==> src/rtl/gpio_bank_pkg.sv <==
// Purpose: shared constants and helpers for the Wishbone GPIO bank.
// Latency: n/a (declarations only).
// Backpressure: n/a.
package gpio_bank_pkg;

  // Bus data width.
  localparam int DW = 32;

  // Per-port register select, taken from byte address bits [4:2].
  localparam logic [2:0] REG_OUT     = 3'd0;
  localparam logic [2:0] REG_OE      = 3'd1;
  localparam logic [2:0] REG_IN      = 3'd2;
  localparam logic [2:0] REG_IRQ_EN  = 3'd3;
  localparam logic [2:0] REG_RISE_EN = 3'd4;
  localparam logic [2:0] REG_FALL_EN = 3'd5;
  localparam logic [2:0] REG_PEND    = 3'd6;
  localparam logic [2:0] REG_TOGGLE  = 3'd7;

  // LSB of port p inside a flattened NPORTS*WIDTH pin vector.
  function automatic int port_lsb(input int port, input int width);
    return port * width;
  endfunction

  // Expand the four Wishbone byte-lane enables into a 32-bit bit mask.
  function automatic logic [DW-1:0] lane_mask(input logic [3:0] sel);
    return {{8{sel[3]}}, {8{sel[2]}}, {8{sel[1]}}, {8{sel[0]}}};
  endfunction

endpackage

==> src/rtl/gpio_bank_port.sv <==
// Purpose: one GPIO port: OUT/OE/enable registers, input synchroniser,
//          edge detect, sticky pending bits. Ports: bus write side (we,
//          reg, data, mask), combinational read data, pin vectors, irq_any.
// Latency: writes land on the strobe edge; pin->IN SYNC_STAGES cycles;
//          PEND one cycle after IN. No backpressure, always accepts.
module gpio_bank_port
  import gpio_bank_pkg::*;
#(
  parameter int WIDTH       = 8,
  parameter int SYNC_STAGES = 2
) (
  input  logic             i_clk,
  input  logic             i_rst_n,
  input  logic             i_edge_en,
  input  logic             i_we,
  input  logic [2:0]       i_reg,
  input  logic [WIDTH-1:0] i_wdat,
  input  logic [WIDTH-1:0] i_wmask,
  output logic [DW-1:0]    o_rdat,
  input  logic [WIDTH-1:0] i_gpio,
  output logic [WIDTH-1:0] o_gpio,
  output logic [WIDTH-1:0] o_gpio_oe,
  output logic             o_irq_any
);

  logic [WIDTH-1:0] out_q, out_d;
  logic [WIDTH-1:0] oe_q, oe_d;
  logic [WIDTH-1:0] irq_en_q, irq_en_d;
  logic [WIDTH-1:0] rise_en_q, rise_en_d;
  logic [WIDTH-1:0] fall_en_q, fall_en_d;
  logic [WIDTH-1:0] pend_q, pend_d;
  logic [WIDTH-1:0] prev_q, prev_d;
  logic [SYNC_STAGES-1:0][WIDTH-1:0] sync_q, sync_d;

  logic [WIDTH-1:0] in_w;
  logic [WIDTH-1:0] wbits;
  logic [WIDTH-1:0] rise;
  logic [WIDTH-1:0] fall;
  logic [WIDTH-1:0] w1c;

  assign in_w  = sync_q[SYNC_STAGES-1];
  assign wbits = i_wdat & i_wmask;

  // Edges are gated off until the block has primed after reset, so pins
  // that were high through reset do not look like rising edges.
  assign rise = in_w & ~prev_q & rise_en_q & {WIDTH{i_edge_en}};
  assign fall = ~in_w & prev_q & fall_en_q & {WIDTH{i_edge_en}};

  always_comb begin
    out_d     = out_q;
    oe_d      = oe_q;
    irq_en_d  = irq_en_q;
    rise_en_d = rise_en_q;
    fall_en_d = fall_en_q;
    w1c       = '0;
    sync_d[0] = i_gpio;
    for (int i = 1; i < SYNC_STAGES; i++) begin
      sync_d[i] = sync_q[i-1];
    end
    prev_d = in_w;
    if (i_we) begin
      case (i_reg)
        REG_OUT:     out_d     = (out_q & ~i_wmask) | wbits;
        REG_OE:      oe_d      = (oe_q & ~i_wmask) | wbits;
        REG_IRQ_EN:  irq_en_d  = (irq_en_q & ~i_wmask) | wbits;
        REG_RISE_EN: rise_en_d = (rise_en_q & ~i_wmask) | wbits;
        REG_FALL_EN: fall_en_d = (fall_en_q & ~i_wmask) | wbits;
        REG_PEND:    w1c       = wbits;
        REG_TOGGLE:  out_d     = out_q ^ wbits;
        default:     ;
      endcase
    end
    // Clear first, then OR in new events: a same-cycle event survives W1C.
    pend_d = (pend_q & ~w1c) | rise | fall;
  end

  always_comb begin
    o_rdat = '0;
    case (i_reg)
      REG_OUT:     o_rdat[WIDTH-1:0] = out_q;
      REG_OE:      o_rdat[WIDTH-1:0] = oe_q;
      REG_IN:      o_rdat[WIDTH-1:0] = in_w;
      REG_IRQ_EN:  o_rdat[WIDTH-1:0] = irq_en_q;
      REG_RISE_EN: o_rdat[WIDTH-1:0] = rise_en_q;
      REG_FALL_EN: o_rdat[WIDTH-1:0] = fall_en_q;
      REG_PEND:    o_rdat[WIDTH-1:0] = pend_q;
      default:     o_rdat = '0;
    endcase
  end

  always_ff @(posedge i_clk or negedge i_rst_n) begin
    if (!i_rst_n) begin
      out_q     <= '0;
      oe_q      <= '0;
      irq_en_q  <= '0;
      rise_en_q <= '0;
      fall_en_q <= '0;
      pend_q    <= '0;
      prev_q    <= '0;
      sync_q    <= '0;
    end else begin
      out_q     <= out_d;
      oe_q      <= oe_d;
      irq_en_q  <= irq_en_d;
      rise_en_q <= rise_en_d;
      fall_en_q <= fall_en_d;
      pend_q    <= pend_d;
      prev_q    <= prev_d;
      sync_q    <= sync_d;
    end
  end

  assign o_gpio    = out_q;
  assign o_gpio_oe = oe_q;
  assign o_irq_any = |(pend_q & irq_en_q);

endmodule

==> src/rtl/wb_gpio_bank.sv <==
// Purpose: Wishbone GPIO bank of NPORTS x WIDTH pins. Ports: classic WB
//          slave (adr/dat/sel/we/cyc/stb -> rdt/ack), pin i/o/oe, o_irq.
// Latency: ack one cycle after strobe, no wait states; o_irq one cycle after PEND.
// Backpressure: none; one access per ack, master re-strobes after the ack cycle.
module wb_gpio_bank
  import gpio_bank_pkg::*;
#(
  parameter int NPORTS      = 2,
  parameter int WIDTH       = 8,
  parameter int SYNC_STAGES = 2,
  parameter int PORT_AW     = 3
) (
  input  logic                      i_clk,
  input  logic                      i_rst_n,
  input  logic [PORT_AW+4:0]        i_wb_adr,
  input  logic [31:0]               i_wb_dat,
  input  logic [3:0]                i_wb_sel,
  input  logic                      i_wb_we,
  input  logic                      i_wb_cyc,
  input  logic                      i_wb_stb,
  output logic [31:0]               o_wb_rdt,
  output logic                      o_wb_ack,
  input  logic [NPORTS*WIDTH-1:0]   i_gpio,
  output logic [NPORTS*WIDTH-1:0]   o_gpio,
  output logic [NPORTS*WIDTH-1:0]   o_gpio_oe,
  output logic                      o_irq
);

  // Every decodable port index gets a slot; slots past NPORTS read as 0.
  localparam int         NSLOT      = 2 ** PORT_AW;
  localparam logic [2:0] PRIME_DONE = 3'(SYNC_STAGES + 1);

  logic          ack_q, ack_d;
  logic [DW-1:0] rdt_q, rdt_d;
  logic          irq_q, irq_d;
  logic [2:0]    prime_q, prime_d;

  logic               req;
  logic               edge_en;
  logic [2:0]         reg_sel;
  logic [PORT_AW-1:0] port_idx;
  logic [DW-1:0]      lane;
  logic [DW-1:0]      slot_rdat [NSLOT];
  logic [NSLOT-1:0]   slot_irq;
  logic               unused_ok;

  // The ack_q term turns a held strobe into one access per two cycles.
  assign req      = i_wb_cyc & i_wb_stb & ~ack_q;
  assign reg_sel  = i_wb_adr[4:2];
  assign port_idx = i_wb_adr[PORT_AW+4:5];
  assign lane     = lane_mask(i_wb_sel);
  assign edge_en  = (prime_q == PRIME_DONE);

  for (genvar p = 0; p < NSLOT; p++) begin : g_slot
    if (p < NPORTS) begin : g_port
      logic wr;
      assign wr = req & i_wb_we & (port_idx == PORT_AW'(p));

      gpio_bank_port #(
        .WIDTH       (WIDTH),
        .SYNC_STAGES (SYNC_STAGES)
      ) u_port (
        .i_clk     (i_clk),
        .i_rst_n   (i_rst_n),
        .i_edge_en (edge_en),
        .i_we      (wr),
        .i_reg     (reg_sel),
        .i_wdat    (i_wb_dat[WIDTH-1:0]),
        .i_wmask   (lane[WIDTH-1:0]),
        .o_rdat    (slot_rdat[p]),
        .i_gpio    (i_gpio[port_lsb(p, WIDTH) +: WIDTH]),
        .o_gpio    (o_gpio[port_lsb(p, WIDTH) +: WIDTH]),
        .o_gpio_oe (o_gpio_oe[port_lsb(p, WIDTH) +: WIDTH]),
        .o_irq_any (slot_irq[p])
      );
    end else begin : g_empty
      assign slot_rdat[p] = '0;
      assign slot_irq[p]  = 1'b0;
    end
  end

  always_comb begin
    ack_d   = req;
    rdt_d   = (req && !i_wb_we) ? slot_rdat[port_idx] : '0;
    irq_d   = |slot_irq;
    prime_d = edge_en ? prime_q : prime_q + 3'd1;
  end

  always_ff @(posedge i_clk or negedge i_rst_n) begin
    if (!i_rst_n) begin
      ack_q   <= 1'b0;
      rdt_q   <= '0;
      irq_q   <= 1'b0;
      prime_q <= '0;
    end else begin
      ack_q   <= ack_d;
      rdt_q   <= rdt_d;
      irq_q   <= irq_d;
      prime_q <= prime_d;
    end
  end

  assign o_wb_ack = ack_q;
  assign o_wb_rdt = rdt_q;
  assign o_irq    = irq_q;

  // Byte-offset bits and data/lane bits above WIDTH have no destination.
  assign unused_ok = ^{i_wb_adr[1:0], i_wb_dat, lane};

endmodule
==> config.mk <==
export PLATFORM = sky130hd
export DESIGN_NAME = wb_gpio_bank
export DESIGN_NICKNAME = d
export VERILOG_FILES = /design/src/rtl/gpio_bank_pkg.sv /design/src/rtl/gpio_bank_port.sv /design/src/rtl/wb_gpio_bank.sv
export SDC_FILE = /design/constraint.sdc
export NUM_CORES = 1
export LEC_CHECK = 0
export CAP_MARGIN = 20
export CORE_MARGIN = 2
export CORE_UTILIZATION = 53
export CTS_CLUSTER_SIZE = 16
export DETAILED_ROUTE_END_ITERATION = 12
export PLACE_DENSITY = 0.81
export SETUP_SLACK_MARGIN = 0.5
export SLEW_MARGIN = 25
export SYNTH_ARGS = -nofsm -noshare
export SYNTH_HDL_FRONTEND = slang
export SYNTH_SLANG_ARGS = --single-unit
==> constraint.sdc <==
create_clock -name i_clk -period 2.45 [get_ports i_clk]
set_input_delay 0.6125 -clock i_clk [delete_from_list [all_inputs] [get_ports i_clk]]
set_output_delay 0.6125 -clock i_clk [all_outputs]
set_load 0.01 [all_outputs]
==> out/summary.json <==
{
  "outcome": {"value": "complete, no violations"},
  "grtUsageTotal": {"value": 30.1, "unit": "%"},
  "grt_start_max_net_pins": {"value": 45},
  "power.total": {"value": 0.00619, "unit": "W"},
  "design_area": {"value": 9340, "unit": "µm²"},
  "synthesis.yosys.warnings": {"value": 0},
  "fill_cells": {"value": 919},
  "worst_hold_slack": {"value": 0.0841, "unit": "ns"},
  "synth_top_cell_area_share": {"value": 55.2, "unit": "%"},
  "max_stage_delay": {"value": 0.54, "unit": "ns"},
  "synth.cell_area": {"value": 7120, "unit": "µm²"},
  "critical_path.slowest_cell": {"value": "sky130_fd_sc_hd__clkdlybuf4s50_1"},
  "floorplan.io_pins": {"value": 131},
  "synth.distinct_cells": {"value": 49},
  "cts-buffers-inserted": {"value": 17},
  "fp.dieArea": {"value": 14400, "unit": "µm²"},
  "holdCritPathClass": {"value": "primary input to async pin"},
  "path_cells": {"value": "clkdlybuf4s50_1"},
  "yosysSeqAreaShare": {"value": 55.2, "unit": "%"},
  "grt_remaining_overflow": {"value": 0},
  "wire_length_on_met3": {"value": 1.79, "unit": "mm"},
  "reg2regPathDepth": {"value": 6},
  "number_of_setup_violations_in_the_final_report": {"value": 0},
  "ys.flop_type": {"value": "sky130_fd_sc_hd__dfrtp_1"},
  "worst_slew_pin_slew": {"value": 0.515, "unit": "ns"},
  "worstPathBufferInverterCount": {"value": 1},
  "floorplan.initialDensity": {"value": 54.0, "unit": "%"},
  "route.met2.wl": {"value": 9.95, "unit": "mm"},
  "critical_path_peak_fanout": {"value": 1},
  "dr_top_layer": {"value": "met4"},
  "antenna_found_initial": {"value": 0},
  "detailroute.via_count": {"value": 5589},
  "nNetsFinal": {"value": 778},
  "gate_count_post_synth": {"value": 571},
  "dp_hpwl": {"value": 13.6, "unit": "mm"},
  "critical_path_arrival": {"value": 1.31, "unit": "ns"},
  "end_kind": {"value": "output pin"},
  "tritoncts": {"value": "yes"},
  "gp_routability_congestion": {"value": 0.908},
  "port-buffer-count": {"value": 77},
  "layout_worst_path_cycle_share": {"value": 78.6, "unit": "%"},
  "cts-hold-fix-buffers": {"value": 0},
  "rsz_0062_raised_after_global_routing": {"value": "no"},
  "dpl_cell_area": {"value": 8480, "unit": "µm²"},
  "timing.critical_path.required": {"value": 1.84, "unit": "ns"},
  "netlist_top_cells_area": {"value": "sky130_fd_sc_hd__dfrtp_1, sky130_fd_sc_hd__mux2_2, sky130_fd_sc_hd__mux2i_1, sky130_fd_sc_hd__a22o_1, sky130_fd_sc_hd__buf_4"},
  "first_pass_grt_wire_length": {"value": 32.3, "unit": "mm"},
  "remaining_drc_errors": {"value": 0},
  "multi_input_comb_area": {"value": 2990, "unit": "µm²"},
  "route.detailed.wl_per_inst": {"value": 22.9, "unit": "µm"},
  "min_period": {"value": 1.93, "unit": "ns"},
  "synth_edf_count": {"value": 0},
  "placementRows": {"value": 42},
  "yosysTopAreaCell": {"value": "sky130_fd_sc_hd__dfrtp_1"},
  "cp_num_cells": {"value": 1},
  "fp.coreArea": {"value": 13200, "unit": "µm²"},
  "final_layout_size_suffix_gt1_share": {"value": 30.0, "unit": "%"},
  "max-vdd-ir-drop": {"value": 0.502, "unit": "mV"},
  "drt_pre_antenna_iters": {"value": 6},
  "met1_length": {"value": 8.26, "unit": "mm"},
  "clock_transition_time_at_the_flip_flop_clock_pins_of_the_worst_setup_and_hold_paths": {"value": 0.06, "unit": "ns"},
  "fp.dieH": {"value": 120, "unit": "µm"},
  "detail_route.iter0.violations": {"value": 654},
  "power_density": {"value": 662, "unit": "nW/µm²"},
  "insertion_delay": {"value": 0.43, "unit": "ns"},
  "worst-setup-path-type": {"value": "flip-flop to output pin"},
  "synthesis.area_per_instance": {"value": 12.5, "unit": "µm²"},
  "timing.final.max_slew_violations": {"value": 0},
  "timing.critical_path.from_type": {"value": "flip-flop"},
  "routed_via_density": {"value": 6.22},
  "power.leakage": {"value": 4.40, "unit": "nW"},
  "maxClockFrequency": {"value": 519, "unit": "MHz"},
  "register_area": {"value": 3940, "unit": "µm²"},
  "max_slew_margin": {"value": 65.6, "unit": "%"},
  "ys_seq_elements": {"value": 157},
  "h-tree-depth": {"value": 4},
  "postSynth.asyncResetShare": {"value": 100, "unit": "%"},
  "setup_total_negative_slack": {"value": 0, "unit": "ns"},
  "number_of_global_route_vias_before_repair": {"value": 5603},
  "areaGrowthSynthToFinish": {"value": 31.1, "unit": "%"},
  "antenna_left": {"value": 0},
  "fin_util": {"value": 70.8, "unit": "%"},
  "critPathTopFamily": {"value": "buffers and inverters"},
  "clk_path_buf_depth": {"value": 2},
  "routed_wire_length": {"value": 20.6, "unit": "mm"},
  "max-cap-violations": {"value": 0},
  "timing.clock.skew": {"value": 0.00768, "unit": "ns"},
  "library_cell_used_as_clock_root_buffer": {"value": "sky130_fd_sc_hd__clkbuf_16"},
  "die-width": {"value": 120, "unit": "µm"},
  "number_of_clock_sinks": {"value": 157},
  "number_of_antenna_repair_diodes": {"value": 0},
  "hold_viol": {"value": 0}
}
layout by cell type (no fill, tap or decap), drive strengths merged, types with 2 or more instances in the layout:
| cell | synthesis | routed |
|---|---|---|
| dlymetal6s2s | 0 | 8 |
| mux2 | 67 | 67 |
| dlygate4sd2 | 0 | 34 |
| a211oi | 7 | 7 |
| ha | 2 | 2 |
| clkbuf | 22 | 22 |
| clkdlybuf4s50 | 0 | 32 |
| nor2b | 6 | 6 |
| nand2b | 2 | 2 |
| nand3 | 18 | 18 |
| nor3b | 2 | 2 |
| a22o | 27 | 27 |
| mux2i | 24 | 24 |
| mux4 | 7 | 7 |
| nand2 | 51 | 51 |
| clkinv | 1 | 5 |
| or2 | 2 | 2 |
| dfrtp | 157 | 157 |
| nor2 | 5 | 5 |
| nand4 | 3 | 3 |
| clkinvlp | 0 | 2 |
| a21oi | 8 | 8 |
| buf | 41 | 85 |
| o221ai | 16 | 16 |
| conb | 1 | 24 |
| and3 | 3 | 3 |
| o31ai | 16 | 16 |
| a221oi | 12 | 12 |
| o21ai | 32 | 32 |
| and3b | 2 | 2 |
| nand3b | 18 | 18 |
| o2bb2ai | 8 | 8 |
| bufinv | 0 | 4 |
worst paths after layout:
kind | slack [ns] | start | end
max | 0.52 | o_wb_rdt[2]$_DFF_PN0_ | o_wb_rdt[2]
max reg2reg | 0.67 | o_wb_ack$_DFF_PN0_ | flip-flop
max in group asynchronous | 1.77 | i_rst_n | async pin
min in group i_clk | 0.35 | g_slot[0].g_port.u_port.sync_d[12]$_DFF_PN0_ | g_slot[0].g_port.u_port.in_w[4]$_DFF_PN0_
min | 0.08 | i_rst_n | g_slot[1].g_port.u_port.pend_q[7]$_DFF_PN0_
min reg2reg | 0.35 | g_slot[0].g_port.u_port.sync_d[12]$_DFF_PN0_ | g_slot[0].g_port.u_port.in_w[4]$_DFF_PN0_
final cells by class:
class	count	area share, %
timing repair buffer	161	16.6
tap	176	2.36
sequential	157	42.1
multi-input combinational	372	32.1
inverter	2	0.0804
clock inverter	10	1.74
clock buffer	21	5.04
repair_timing:
item	in CTS	in global routing
setup buffers	13	2
pin swaps	3	4
setup endpoints to repair	127	91
endpoints found under the hold margin	0	0
resized for setup	66	15
power breakdown:
group | internal, W | total [W] | leakage (nW) | switching [W]
combinational | 0.000273 | 0.000580 | 2.09 | 0.000307
sequential | 0.00271 | 0.00281 | 2.01 | 0.000103
clock | 0.00178 | 0.00279 | 0.305 | 0.00102
total | 0.00476 | 0.00619 | 4.40 | 0.00142
layer usage:
layer  vias up  track usage, %
met5         -               0
met4         0            12.1
met3        51            6.37
met2       348            47.9
met1      2823            40.4
li1       2367               -
metrics by stage:
stage,cells,setup WS [ns]
finish,899,0.524
floorplan,594,0.481
CTS,897,0.495
global route,899,0.443
global placement,853,-0.160
detailed placement,853,-0.179
synthesized netlist by cell type (all sizes together) (2+ instances only):
master   count
nand2b       2
or2          2
nor2b        6
mux2        67
nand3b      18
nor2         5
a22o        27
a211oi       7
o31ai       16
ha           2
mux2i       24
buf         41
a221oi      12
o21ai       32
nand4        3
and3         3
o221ai      16
clkbuf      22
nand3       18
nand2       51
o2bb2ai      8
mux4         7
a21oi        8
nor3b        2
and3b        2
dfrtp      157
cell families after synthesis:
kind of cell / share of synthesized area (%)
flip-flops: 55.2
AO/OA/AOI/OAI: 13.4
AND/OR/NAND/NOR: 9.38
multiplexers: 16.2
buffers and inverters: 5.32
adder cells (fa/ha/maj): 0.351
other: 0.0526
XOR/XNOR: 0.123
Note: power is estimated with default switching activity, not from simulation.
